<file path="src/rtl/random_present_gen_if.sv">
// Result channel of the present spawner: type and X position under valid/ready.
interface random_present_gen_if #(
   parameter int TYPE_BITS = 2,
   parameter int POS_BITS  = 10
);
   logic                 out_valid;
   logic                 out_ready;
   logic [TYPE_BITS-1:0] present_type;
   logic [POS_BITS-1:0]  present_x;

   modport master (output out_valid, present_type, present_x, input out_ready);
   modport slave  (input out_valid, present_type, present_x, output out_ready);
endinterface

</file>
<file path="src/rtl/random_present_gen.sv">
// Random present spawner: LFSR-driven type/X draw with rejection sampling,
// optional no-repeat on type, result held under valid/ready.
module random_present_gen #(
   parameter int          N_TYPES   = 4,
   parameter int          TYPE_BITS = 2,
   parameter int          POS_BITS  = 10,
   parameter int          POS_MIN   = 0,
   parameter int          POS_MAX   = 479,
   parameter logic [15:0] LFSR_SEED = 16'hACE1,
   parameter int          NO_REPEAT = 1,
   parameter int          MAX_TRIES = 8
) (
   input  logic                  clk,
   input  logic                  reset,
   input  logic                  rise,
   input  logic                  seed_load,
   input  logic [15:0]           seed_val,
   output logic                  missed,
   random_present_gen_if.master  spawn
);
   localparam int                 TRY_W   = $clog2(MAX_TRIES + 1);
   localparam logic [TRY_W-1:0]   TRY_LIM = TRY_W'(MAX_TRIES);
   localparam logic [TRY_W-1:0]   TRY_ONE = TRY_W'(1);
   localparam logic [TYPE_BITS:0] N_T     = (TYPE_BITS+1)'(N_TYPES);
   localparam logic [TYPE_BITS:0] T_ONE   = (TYPE_BITS+1)'(1);
   localparam logic [POS_BITS:0]  P_MIN   = (POS_BITS+1)'(POS_MIN);
   localparam logic [POS_BITS:0]  P_SPAN  = (POS_BITS+1)'(POS_MAX - POS_MIN);
   localparam logic [15:0]        SEED0   = (LFSR_SEED == 16'h0) ? 16'h1 : LFSR_SEED;
   localparam bit                 REP_CHK = (NO_REPEAT != 0) && (N_TYPES > 1);
   localparam bit                 REP_FB  = (NO_REPEAT != 0);

   typedef enum logic [1:0] {IDLE, DRAW_TYPE, DRAW_POS, VALID} state_e;

   state_e               state_q, state_d;
   logic [15:0]          lfsr_q, lfsr_d;
   logic                 rise_dly_q;
   logic                 missed_q;
   logic [TRY_W-1:0]     try_q, try_d;
   logic [TYPE_BITS-1:0] type_q, type_d;
   logic [TYPE_BITS-1:0] last_q, last_d;
   logic                 have_last_q, have_last_d;
   logic [POS_BITS-1:0]  x_q, x_d;

   logic                 trig;
   logic [TYPE_BITS-1:0] t_cand, t_fb;
   logic [TYPE_BITS:0]   t_nxt;
   logic                 t_rej;
   logic [POS_BITS:0]    p_off, p_sum;
   logic                 p_rej;

   assign trig = rise && !rise_dly_q;

   // Galois right shift; a zero seed would lock the register, so it becomes 1.
   always_comb begin
      lfsr_d = {1'b0, lfsr_q[15:1]} ^ (lfsr_q[0] ? 16'hB400 : 16'h0000);
      if (seed_load) lfsr_d = (seed_val == 16'h0) ? 16'h1 : seed_val;
   end

   always_comb begin
      t_cand = lfsr_q[TYPE_BITS-1:0];
      t_rej  = ({1'b0, t_cand} >= N_T) || (REP_CHK && have_last_q && (t_cand == last_q));
      t_nxt  = {1'b0, last_q} + T_ONE;
      t_fb   = '0;
      if (REP_FB && have_last_q && (t_nxt < N_T)) t_fb = t_nxt[TYPE_BITS-1:0];
      p_off  = {1'b0, lfsr_q[15 -: POS_BITS]};
      p_rej  = p_off > P_SPAN;
      p_sum  = P_MIN + p_off;
   end

   always_comb begin
      state_d     = state_q;
      try_d       = try_q;
      type_d      = type_q;
      x_d         = x_q;
      last_d      = last_q;
      have_last_d = have_last_q;
      case (state_q)
         IDLE: begin
            if (trig) begin
               state_d = DRAW_TYPE;
               try_d   = '0;
            end
         end
         DRAW_TYPE: begin
            if (try_q == TRY_LIM) begin
               type_d  = t_fb;
               try_d   = '0;
               state_d = DRAW_POS;
            end else if (!t_rej) begin
               type_d  = t_cand;
               try_d   = '0;
               state_d = DRAW_POS;
            end else begin
               try_d = try_q + TRY_ONE;
            end
         end
         DRAW_POS: begin
            if (try_q == TRY_LIM) begin
               x_d     = P_MIN[POS_BITS-1:0];
               try_d   = '0;
               state_d = VALID;
            end else if (!p_rej) begin
               x_d     = p_sum[POS_BITS-1:0];
               try_d   = '0;
               state_d = VALID;
            end else begin
               try_d = try_q + TRY_ONE;
            end
         end
         VALID: begin
            if (spawn.out_ready) begin
               last_d      = type_q;
               have_last_d = 1'b1;
               state_d     = IDLE;
            end
         end
         default: state_d = IDLE;
      endcase
   end

   always_ff @(posedge clk) begin
      if (reset) begin
         state_q     <= IDLE;
         lfsr_q      <= SEED0;
         rise_dly_q  <= 1'b0;
         missed_q    <= 1'b0;
         try_q       <= '0;
         type_q      <= '0;
         last_q      <= '0;
         have_last_q <= 1'b0;
         x_q         <= '0;
      end else begin
         state_q     <= state_d;
         lfsr_q      <= lfsr_d;
         rise_dly_q  <= rise;
         missed_q    <= trig && (state_q != IDLE);
         try_q       <= try_d;
         type_q      <= type_d;
         last_q      <= last_d;
         have_last_q <= have_last_d;
         x_q         <= x_d;
      end
   end

   assign spawn.out_valid    = (state_q == VALID);
   assign spawn.present_type = type_q;
   assign spawn.present_x    = x_q;
   assign missed             = missed_q;
endmodule

</file>
<file path="src/flat_wrapper.sv">
// flat-port wrapper written by rule: the top's interface ports become plain ports
module random_present_gen_flat 
#(
   parameter int          N_TYPES   = 4,
   parameter int          TYPE_BITS = 2,
   parameter int          POS_BITS  = 10,
   parameter int          POS_MIN   = 0,
   parameter int          POS_MAX   = 479,
   parameter logic [15:0] LFSR_SEED = 16'hACE1,
   parameter int          NO_REPEAT = 1,
   parameter int          MAX_TRIES = 8
)
  (clk, reset, rise, seed_load, seed_val, missed, spawn_out_valid, spawn_present_type, spawn_present_x, spawn_out_ready);
  random_present_gen_if #(.TYPE_BITS(TYPE_BITS), .POS_BITS(POS_BITS)) spawn_i ();
  input  logic clk;
  input  logic reset;
  input  logic rise;
  input  logic seed_load;
  input  logic [15:0] seed_val;
  output logic missed;
  output wire logic [$bits(spawn_i.out_valid)-1:0] spawn_out_valid;
  output wire logic [$bits(spawn_i.present_type)-1:0] spawn_present_type;
  output wire logic [$bits(spawn_i.present_x)-1:0] spawn_present_x;
  input wire logic [$bits(spawn_i.out_ready)-1:0] spawn_out_ready;
  assign spawn_out_valid = spawn_i.out_valid;
  assign spawn_present_type = spawn_i.present_type;
  assign spawn_present_x = spawn_i.present_x;
  assign spawn_i.out_ready = spawn_out_ready;
  random_present_gen #(.N_TYPES(N_TYPES), .TYPE_BITS(TYPE_BITS), .POS_BITS(POS_BITS), .POS_MIN(POS_MIN), .POS_MAX(POS_MAX), .LFSR_SEED(LFSR_SEED), .NO_REPEAT(NO_REPEAT), .MAX_TRIES(MAX_TRIES)) u_core (.clk(clk), .reset(reset), .rise(rise), .seed_load(seed_load), .seed_val(seed_val), .missed(missed), .spawn(spawn_i));
endmodule
</file>
<file path="config.mk">
export PLATFORM = sky130hd
export DESIGN_NAME = random_present_gen_flat
export DESIGN_NICKNAME = d
export VERILOG_FILES = /design/src/rtl/random_present_gen_if.sv /design/src/rtl/random_present_gen.sv /design/src/flat_wrapper.sv
export SDC_FILE = /design/constraint.sdc
export NUM_CORES = 1
export LEC_CHECK = 0
export CORE_MARGIN = 4
export CORE_UTILIZATION = 54
export CTS_CLUSTER_SIZE = 14
export DETAILED_ROUTE_END_ITERATION = 8
export PLACE_DENSITY = 0.89
export SYNTH_ARGS = -nofsm -noshare
export SYNTH_HDL_FRONTEND = slang
export SYNTH_SLANG_ARGS = --single-unit
</file>
<file path="constraint.sdc">
create_clock -name clk -period 3.35 [get_ports clk]
set_input_delay 0.5025 -clock clk [delete_from_list [all_inputs] [get_ports clk]]
set_output_delay 0.5025 -clock clk [all_outputs]
set_load 0.005 [all_outputs]
</file>
# --- Yosys cells after proc, flatten, opt, wreduce, memory -nomap -nowiden ---
# Index checks and enable logic that the tools add are counted.
classes:
  add_sub_neg: 2
  multipliers: 0
  div_mod_pow: 0
  n_lt_le_gt_ge: 2
  eq_ne: 11
  shifts: 0
  n_mux: 21
  bitwise_logic: 1
  reduce_logical: 14
op_table:
  columns: ["cell", "n"]
  rows:
  - ["$mux W16", 3]
  - ["$mux W10", 2]
  - ["$mux W4", 5]
  - ["$mux W2", 9]
  - ["$logic_not A16 Y1", 1]
  - ["$xor A15 B16 Y16", 1]
  - ["$pmux W4 S3", 1]
  - ["$gt A10 B9 Y1 const B", 1]
  - ["$pmux W2 S4", 1]
  - ["$reduce_and A2 Y1", 4]
  - ["$ne A3 B3 Y1 const B", 2]
  - ["$add A4 B1 Y4 const B", 1]
  - ["$eq A2 B2 Y1 const B", 2]
  - ["$eq A4 B4 Y1 const B", 1]
  - ["$logic_and A1 B1 Y1", 4]
  - ["$ne A2 B1 Y1 const B", 2]
  - ["$ne A2 B2 Y1 const B", 2]
  - ["$reduce_and A4 Y1", 1]
  - ["$add A2 B1 Y3 const B", 1]
  - ["$lt A3 B3 Y1 const B", 1]
  - ["$reduce_bool A3 Y1", 1]
  - ["$eq A2 B1 Y1 const B", 1]
  - ["$eq A2 B2 Y1", 1]
  - ["$logic_not A2 Y1", 1]
  - ["other kinds (2)", 2]
word_totals:
  ff_bits: 39
  latch_bits: 0
  ram_bits: 0
  rom_bits: 0
  input_bits: 21
  out_inout_bits: 14
  wordCells: 60
  mem_count: 0

# --- Depth between registers and ports, before layout ---
# Gate-level depths: netlist (run 1).
depth:
  depth_word: 5
  mapped_depth: 7

# --- Least setup slack after synthesis (run 1) ---
# No wires, ideal clock.
synth_timing:
  path_kind: "reg2reg"
  start: "register u_core.state_q[0]"
  end: "register u_core.state_q[0]"
  arrival_time_ps: 1512
  path_slack_ps: 1766
  stages_incl_launch_ff: 7
  n_path_buf: 0
  synth_period_minus_slack_ps: 1584
  cell_sequence: "dfxtp_1 > inv_1 > ha_1 > inv_1 > o32ai_2 > a222oi_1 > mux2i_1"
synth_via:
  elab_chain_cells: 3
synth_lines:
  columns: ["element", "line", "source"]
  rows:
  - ["start: declaration", "random_present_gen.sv:34", "state_e state_q, state_d;"]
  - ["start signal: assignment", "random_present_gen.sv:133", "state_q <= state_d;"]
  - ["$eq A2 B2 Y1 (tied with other cells)", "random_present_gen.sv:77", "case (state_q)"]
  - ["$ne A3 B3 Y1 (no line) / $ne A2 B1 Y1 (equally long branches)", null, null]
  - ["$reduce_and A4 Y1 (no line)", null, null]
# Parallel ways exist; a longest one is shown, timed or not.
# A chain may end at the register's enable or synchronous reset.

# --- Worst setup path in the final report (run 1) ---
layout_timing:
  start: "register u_core.state_q[0]"
  end: "output spawn_out_valid"
layout_via:
  elab_chain_cells: 1
layout_lines:
  columns: ["element", "line", "source"]
  rows:
  - ["$eq A2 B2 Y1", "random_present_gen.sv:145", "assign spawn.out_valid = (state_q == VALID);"]
  - ["end: declaration", "flat_wrapper.sv:21", "output wire logic [$bits(spawn_i.out_valid)-1:0] spawn_out_valid;"]
# No other way between the ends.

==> qor.yml, run 1 <==
outcome:
  status: "finished, final reports clean"
sta:
  slew_headroom_pct: 36.4
  worstMarginPinSlew_ns: 0.951
  rsz0062_at_grt: "false"
  fin_setup_tns_ns: 0
  final-setup-viol-count: 0
  skew_ns: 0.00553
  fmax_mhz: 479
  report.final.slew_viol_count: 0
  final_hold_viol_count: 0
  post-route-period-util_pct: 62.3
  min_period_ns: 2.09
cells_and_area:
  area_growth_pct: 24.9
  final_cells: 268
  drive_gt1_share_pct: 5.80
  fillers: 245
  multiInputGateArea_um2: 877
  diodes: 0
  layout.nets: 252
  regArea_um2: 781
logic_synthesis:
  syn_nets: 217
  avgSynthCellArea_um2: 9.16
  synth_ff_type: "dfxtp_1"
  synth_common_cells: "39 x dfxtp_1, 25 x nand2_1, 18 x a21oi_1"
  syn_inst: 188
  ys_ff_latch: 39
  ys_top_cells_by_area: "dfxtp_1 45%, ha_1 5.8%, nand2_1 5.5%"
  synth_top_area_cell: "dfxtp_1"
  synth_cell_type_count: 37
  async_flop_share_pct: 0
  ys_seq_area_share_pct: 45.3
  syn_area_um2: 1720
  yosys_warnings: 0
  synth_top_area_share_pct: 45.3
  yosysMostFrequentCell: "dfxtp_1"
  synth_edf_count: 0
clock_network:
  ctsHtreeMaxLevel: 2
  hold_buffers: 0
  cts-root-buf: "clkbuf_4"
  cts_buffers: 5
  cts_resized: 0
  cts_tree: "done"
  cts.reportedPaths.clkPinSlew_ns: 0.11
  clock_path_buffers: 2
  cts_setup_buffers: 0
  worst_skew_pair.late_latency_ns: 0.35
  cts.sinks: 39
global_routing:
  grt-ovfl-total: 0
  grt_pass1_vias: 1446
  grt_pass1_wl_mm: 6.31
  grt.total_usage_pct: 19.4
  grt_max_degree: 30
  antenna_found_initial: 0
critical_path:
  cp-start-kind: "flop"
  rr_startpoint: "u_core.try_q[0]"
  r2r_cells: 5
  cp_max_fo: 5
  arrival_ns: 1.59
  end_kind: "output port"
  crit_end: "spawn_out_valid"
  startpoint: "u_core.state_q[0]"
  path_class: "flop to output port"
  reg2reg_slack_ns: 1.41
  critPathRequiredTime_ns: 2.85
  regToRegEndpoint: "u_core.spawn.present_type[0]"
route:
  routed_wl_mm: 3.66
  vias_per_cell: 5.42
  postRouteAntennaNets: 0
  num_vias: 1453
  dr.pass1.iters: 4
  drt_iter0_markers: 92
  drc: 0
  wire_per_inst_um: 13.7
place:
  gp_congestion: 0.811
  dp_hpwl_mm: 2.71
  port_buffers: 34
  dpl.cell_count: 260
floorplan:
  num_rows: 20
  start_util_pct: 56.4
  die_y_um: 64.5
  die-area_um2: 4160
  core_um2: 3050
  ios: 35
  die_w_um: 64.5
pwr:
  p_leak_nw: 0.818
  finalPower_mw: 1.07
  powerDensity_nw_per_um2: 499
  vdd_ir_drop_max_mv: 0.265
hold_path:
  hold_depth: 1
  hold_start: "u_core.rise_dly_q"
  holdCritPathClass: "flop to flop"
run:
  maxCapViolations: 0
-- worst max-delay path: stages (launching register included) --
cell and delay, ns:
dfxtp_1 0.43, ha_1 0.27, clkdlybuf4s50_1 0.53
-- cells in the final DEF (no fill, tap or decap), types with 4 or more instances in the layout --
master / Yosys / routed
ha_1: 8 / 8
mux2i_1: 9 / 9
nor4_1: 4 / 4
clkdlybuf4s50_1: 0 / 34
dfxtp_1: 39 / 39
xor2_1: 4 / 4
inv_1: 7 / 7
nor2_1: 11 / 11
nand2b_1: 4 / 4
a21oi_1: 18 / 18
nand3_1: 12 / 12
nand2_1: 25 / 25
clkbuf_4: 0 / 5
nand4_1: 5 / 5
-- routing by layer --
metal,vias to the layer above,GRT usage (%),wire [µm]
li1,736,-,-
met4,0,9.23,83
met2,33,30.9,1690
met3,10,4.51,158
met5,-,0,0
met1,674,24.6,1730
-- worst min path at each step --
stage / to / slack [ns]
2_1_floorplan: u_core.missed / 0.39
3_3_place_gp: u_core.missed / 0.40
3_5_place_dp: u_core.missed / 0.40
4_1_cts: u_core.missed / 0.42
5_1_grt: u_core.missed / 0.44
6_report: u_core.missed / 0.41
-- report_power, final --
| group | internal [mW] | switching [mW] |
|---|---|---|
| registers | 0.508 | 0.0393 |
| logic | 0.141 | 0.152 |
| clock network | 0.0781 | 0.155 |
-- registers in the layout, summed over array words and instances (netlist names) --
register                   flops
u_core.state_q                 2
u_core.try_q                   4
u_core.spawn.present_x        10
u_core.rise_dly_q              1
u_core.have_last_q             1
u_core.lfsr_q                 16
u_core.last_q                  2
u_core.missed                  1
u_core.spawn.present_type      2
-- kinds of logic (layout without fill, tap and decap cells) --
| logic type | Yosys count | in the layout | synth area share [%] |
|---|---|---|---|
| xor gates and xnor gates | 5 | 5 | 2.98 |
| AOI/OAI and AO/OA | 37 | 37 | 15.4 |
| DFF | 39 | 39 | 45.3 |
| adders and majority gates | 8 | 8 | 5.81 |
| muxes | 9 | 9 | 5.23 |
| buffers and inverters | 16 | 52 | 3.71 |
| and+or+nand+nor | 74 | 74 | 21.5 |
-- layout make-up --
class                   count  share of cell area [%]
clock buffers               5                    1.75
multi-input cells         133                    40.8
clock inverters             3                   0.698
well taps                  44                    2.56
repair buffers             36                    16.5
inverters                   8                    1.40
flip-flops and latches     39                    36.3
-- through the flow --
stage	hold WS, ns	worst slack, ns	area (µm²)	utilization, %
floorplan	0.387	1.77	1720	-
global placement	0.395	1.25	2100	68.7
detailed placement	0.401	1.20	2100	68.7
CTS	0.417	1.24	2150	70.5
global route	0.437	1.17	2150	70.5
finish	0.415	1.26	2150	70.5
Power figures use the tool's default switching activity.
==> run 2: changes to the inputs <==
--- a/config.mk
+++ b/config.mk
@@ -6,10 +6,10 @@
 export NUM_CORES = 1
 export LEC_CHECK = 0
 export CORE_MARGIN = 4
-export CORE_UTILIZATION = 54
+export CORE_UTILIZATION = 45
 export CTS_CLUSTER_SIZE = 14
 export DETAILED_ROUTE_END_ITERATION = 8
-export PLACE_DENSITY = 0.89
+export PLACE_DENSITY = 0.8
 export SYNTH_ARGS = -nofsm -noshare
 export SYNTH_HDL_FRONTEND = slang
 export SYNTH_SLANG_ARGS = --single-unit
==> constraint.sdc (replaced) <==
create_clock -name clk -period 1.8 [get_ports clk]
set_input_delay 0.27 -clock clk [delete_from_list [all_inputs] [get_ports clk]]
set_output_delay 0.27 -clock clk [all_outputs]
set_load 0.005 [all_outputs]
==> qor.yml, run 2 (synthesis gave the netlist of run 1 again) <==
outcome:
  status: "finished, final reports clean"
clock_network:
  cts.reportedPaths.clkPinSlew_ns: 0.07  # -0.04 ns
  cts_buffers: 5  # unchanged
  worst_skew_pair.late_latency_ns: 0.30  # -0.05 ns
  cts.sinks: 39  # unchanged
  clock_path_buffers: 2  # unchanged
  ctsHtreeMaxLevel: 2  # unchanged
  cts_tree: "done"
  hold_buffers: 0  # unchanged
  cts-root-buf: "clkbuf_8"
floorplan:
  start_util_pct: 46.7  # -9.7 points
  num_rows: 22  # +10%
  die_w_um: 69.9  # +8.4%
  core_um2: 3690  # +21%
  ios: 35  # unchanged
  die_y_um: 69.9  # +8.4%
  die-area_um2: 4880  # +17%
sta:
  min_period_ns: 1.68
  final-setup-viol-count: 0  # unchanged
  report.final.slew_viol_count: 0  # unchanged
  worstMarginPinSlew_ns: 0.384  # -0.567 ns
  fin_setup_tns_ns: 0  # unchanged
  skew_ns: 0.00665  # +0.00112 ns
  fmax_mhz: 594
  rsz0062_at_grt: "false"
  slew_headroom_pct: 74.4  # +38 points
  post-route-period-util_pct: 93.5
  final_hold_viol_count: 0  # unchanged
global_routing:
  grt_pass1_vias: 1443  # -0.21%
  grt.total_usage_pct: 16.1  # -3.3 points
  grt_pass1_wl_mm: 6.38  # +1.1%
  antenna_found_initial: 0  # unchanged
  grt_max_degree: 41  # +37%
  grt-ovfl-total: 0  # unchanged
place:
  gp_congestion: 0.780  # -3.9%
  dp_hpwl_mm: 2.71  # -0.11%
  port_buffers: 34  # unchanged
run:
  maxCapViolations: 0  # unchanged
route:
  routed_wl_mm: 3.66  # about the same
  postRouteAntennaNets: 0  # unchanged
  dr.pass1.iters: 4  # unchanged
  vias_per_cell: 5.33  # -1.8%
  num_vias: 1491  # +2.6%
  drc: 0  # unchanged
  wire_per_inst_um: 13.1  # -4.3%
  drt_iter0_markers: 125  # +36%
critical_path:
  cp-start-kind: "flop"
  end_kind: "output port"
  cp_max_fo: 5  # unchanged
  reg2reg_slack_ns: 0.12  # -1.29 ns
  arrival_ns: 1.41  # -0.18 ns
  path_class: "flop to output port"
  critPathRequiredTime_ns: 1.53  # -1.32 ns
cells_and_area:
  multiInputGateArea_um2: 880  # +0.29%
  final_common_cell: "dfxtp_1"
  final_cell_mix: "37 x dfxtp_1, 34 x clkdlybuf4s50_1, 25 x nand2_1"
  layout.nets: 260  # +3.2%
  largest_register_ffs: 16  # unchanged
  drive_gt1_share_pct: 10.3  # +4.5 points
  fillers: 346  # +41%
  area_growth_pct: 31.8
  regArea_um2: 783  # +0.32%
  regMostFlops: "u_core.lfsr_q"
  diodes: 0  # unchanged
pwr:
  p_comb_share_pct: 27.3  # about the same
  p_sw_share_pct: 30.9  # -1.3 points
  p_sw_uw: 684  # +98%
  finalPower_mw: 2.21  # +110%
  powerDensity_nw_per_um2: 974  # +95%
  vdd_ir_drop_max_mv: 0.490  # +85%
  pwr-share-clk_pct: 26.4  # +4.7 points
  pwr-share-seq_pct: 46.2  # -4.8 points
  p_leak_nw: 0.864  # +5.7%
  p_int_mw: 1.53  # +110%
hold_path:
  holdCritPathClass: "flop to flop"
==> run 2: cell types whose count changed in the layout (fill, tap and decap cells not counted), sizes merged <==
cell and change:
clkinv -2, clkinvlp +2, buf +8
==> run 2: critical path, cell delays in order, from the launching register on <==
cell and delay [ns]:
dfxtp_2 0.38, ha_2 0.23, clkdlybuf4s50_1 0.51
==> run 2: final timing paths <==
check                                       start                            to  depth (start not counted)
worst max register to register    u_core.try_q[0]  u_core.spawn.present_type[1]                          5
worst min register to register  u_core.rise_dly_q                 u_core.missed                          1
worst max-delay path            u_core.state_q[0]               spawn_out_valid                          2
worst min-delay path            u_core.rise_dly_q                 u_core.missed                          1
==> run 2: what timing repair did <==
item,4_1_cts,5_1_grt
setup buffers,0,0
pin swaps,0,0
resized for setup,1,2
setup endpoints to repair,1,1
==> run 2: final cells by class <==
type                       instances  share of cell area (%)
clock buffer                       5                    3.03
clock inverter                     3                   0.882
inverter                           8                    1.32
multi-input combinational        133                    38.8
sequential                        39                    34.5
tap                               48                    2.65
timing repair buffer              44                    18.9
==> run 2: per-stage QoR <==
| stage | area [µm²] | cells | util, % | setup WS [ns] | hold WS (ns) |
|---|---|---|---|---|---|
| finish | 2270 | 280 | 61.5 | 0.118 | 0.412 |
| global route | 2270 | 280 | 61.5 | 0.0421 | 0.434 |
| global placement | 2180 | 272 | 59.0 | 0.0321 | 0.391 |
| CTS | 2270 | 280 | 61.5 | 0.0263 | 0.413 |
| detailed placement | 2180 | 272 | 59.0 | 0.0692 | 0.402 |
| floorplan | 1720 | 188 | - | 0.216 | 0.349 |
==> run 2: per-layer routing <==
metal | up-vias | global-route usage [%] | share of wire, % | wire [µm]
met2 | 32 | 24.7 | 46 | 1670
met1 | 696 | 21.2 | 48 | 1760
met4 | 0 | 8.30 | 2.6 | 95
met3 | 8 | 3.45 | 3.8 | 138
li1 | 755 | - | - | -
met5 | - | 0 | 0 | 0
==> run 2: power by group through the flow <==
| stage | combinational [mW] | sequential, mW | clock (mW) |
|---|---|---|---|
| floorplan | 0.355 | 1.02 | 0 |
| global placement | 0.590 | 1.03 | 0 |
| detailed placement | 0.603 | 1.04 | 0 |
| CTS | 0.605 | 1.02 | 0.607 |
| global route | 0.669 | 1.04 | 0.642 |
| finish | 0.605 | 1.02 | 0.584 |
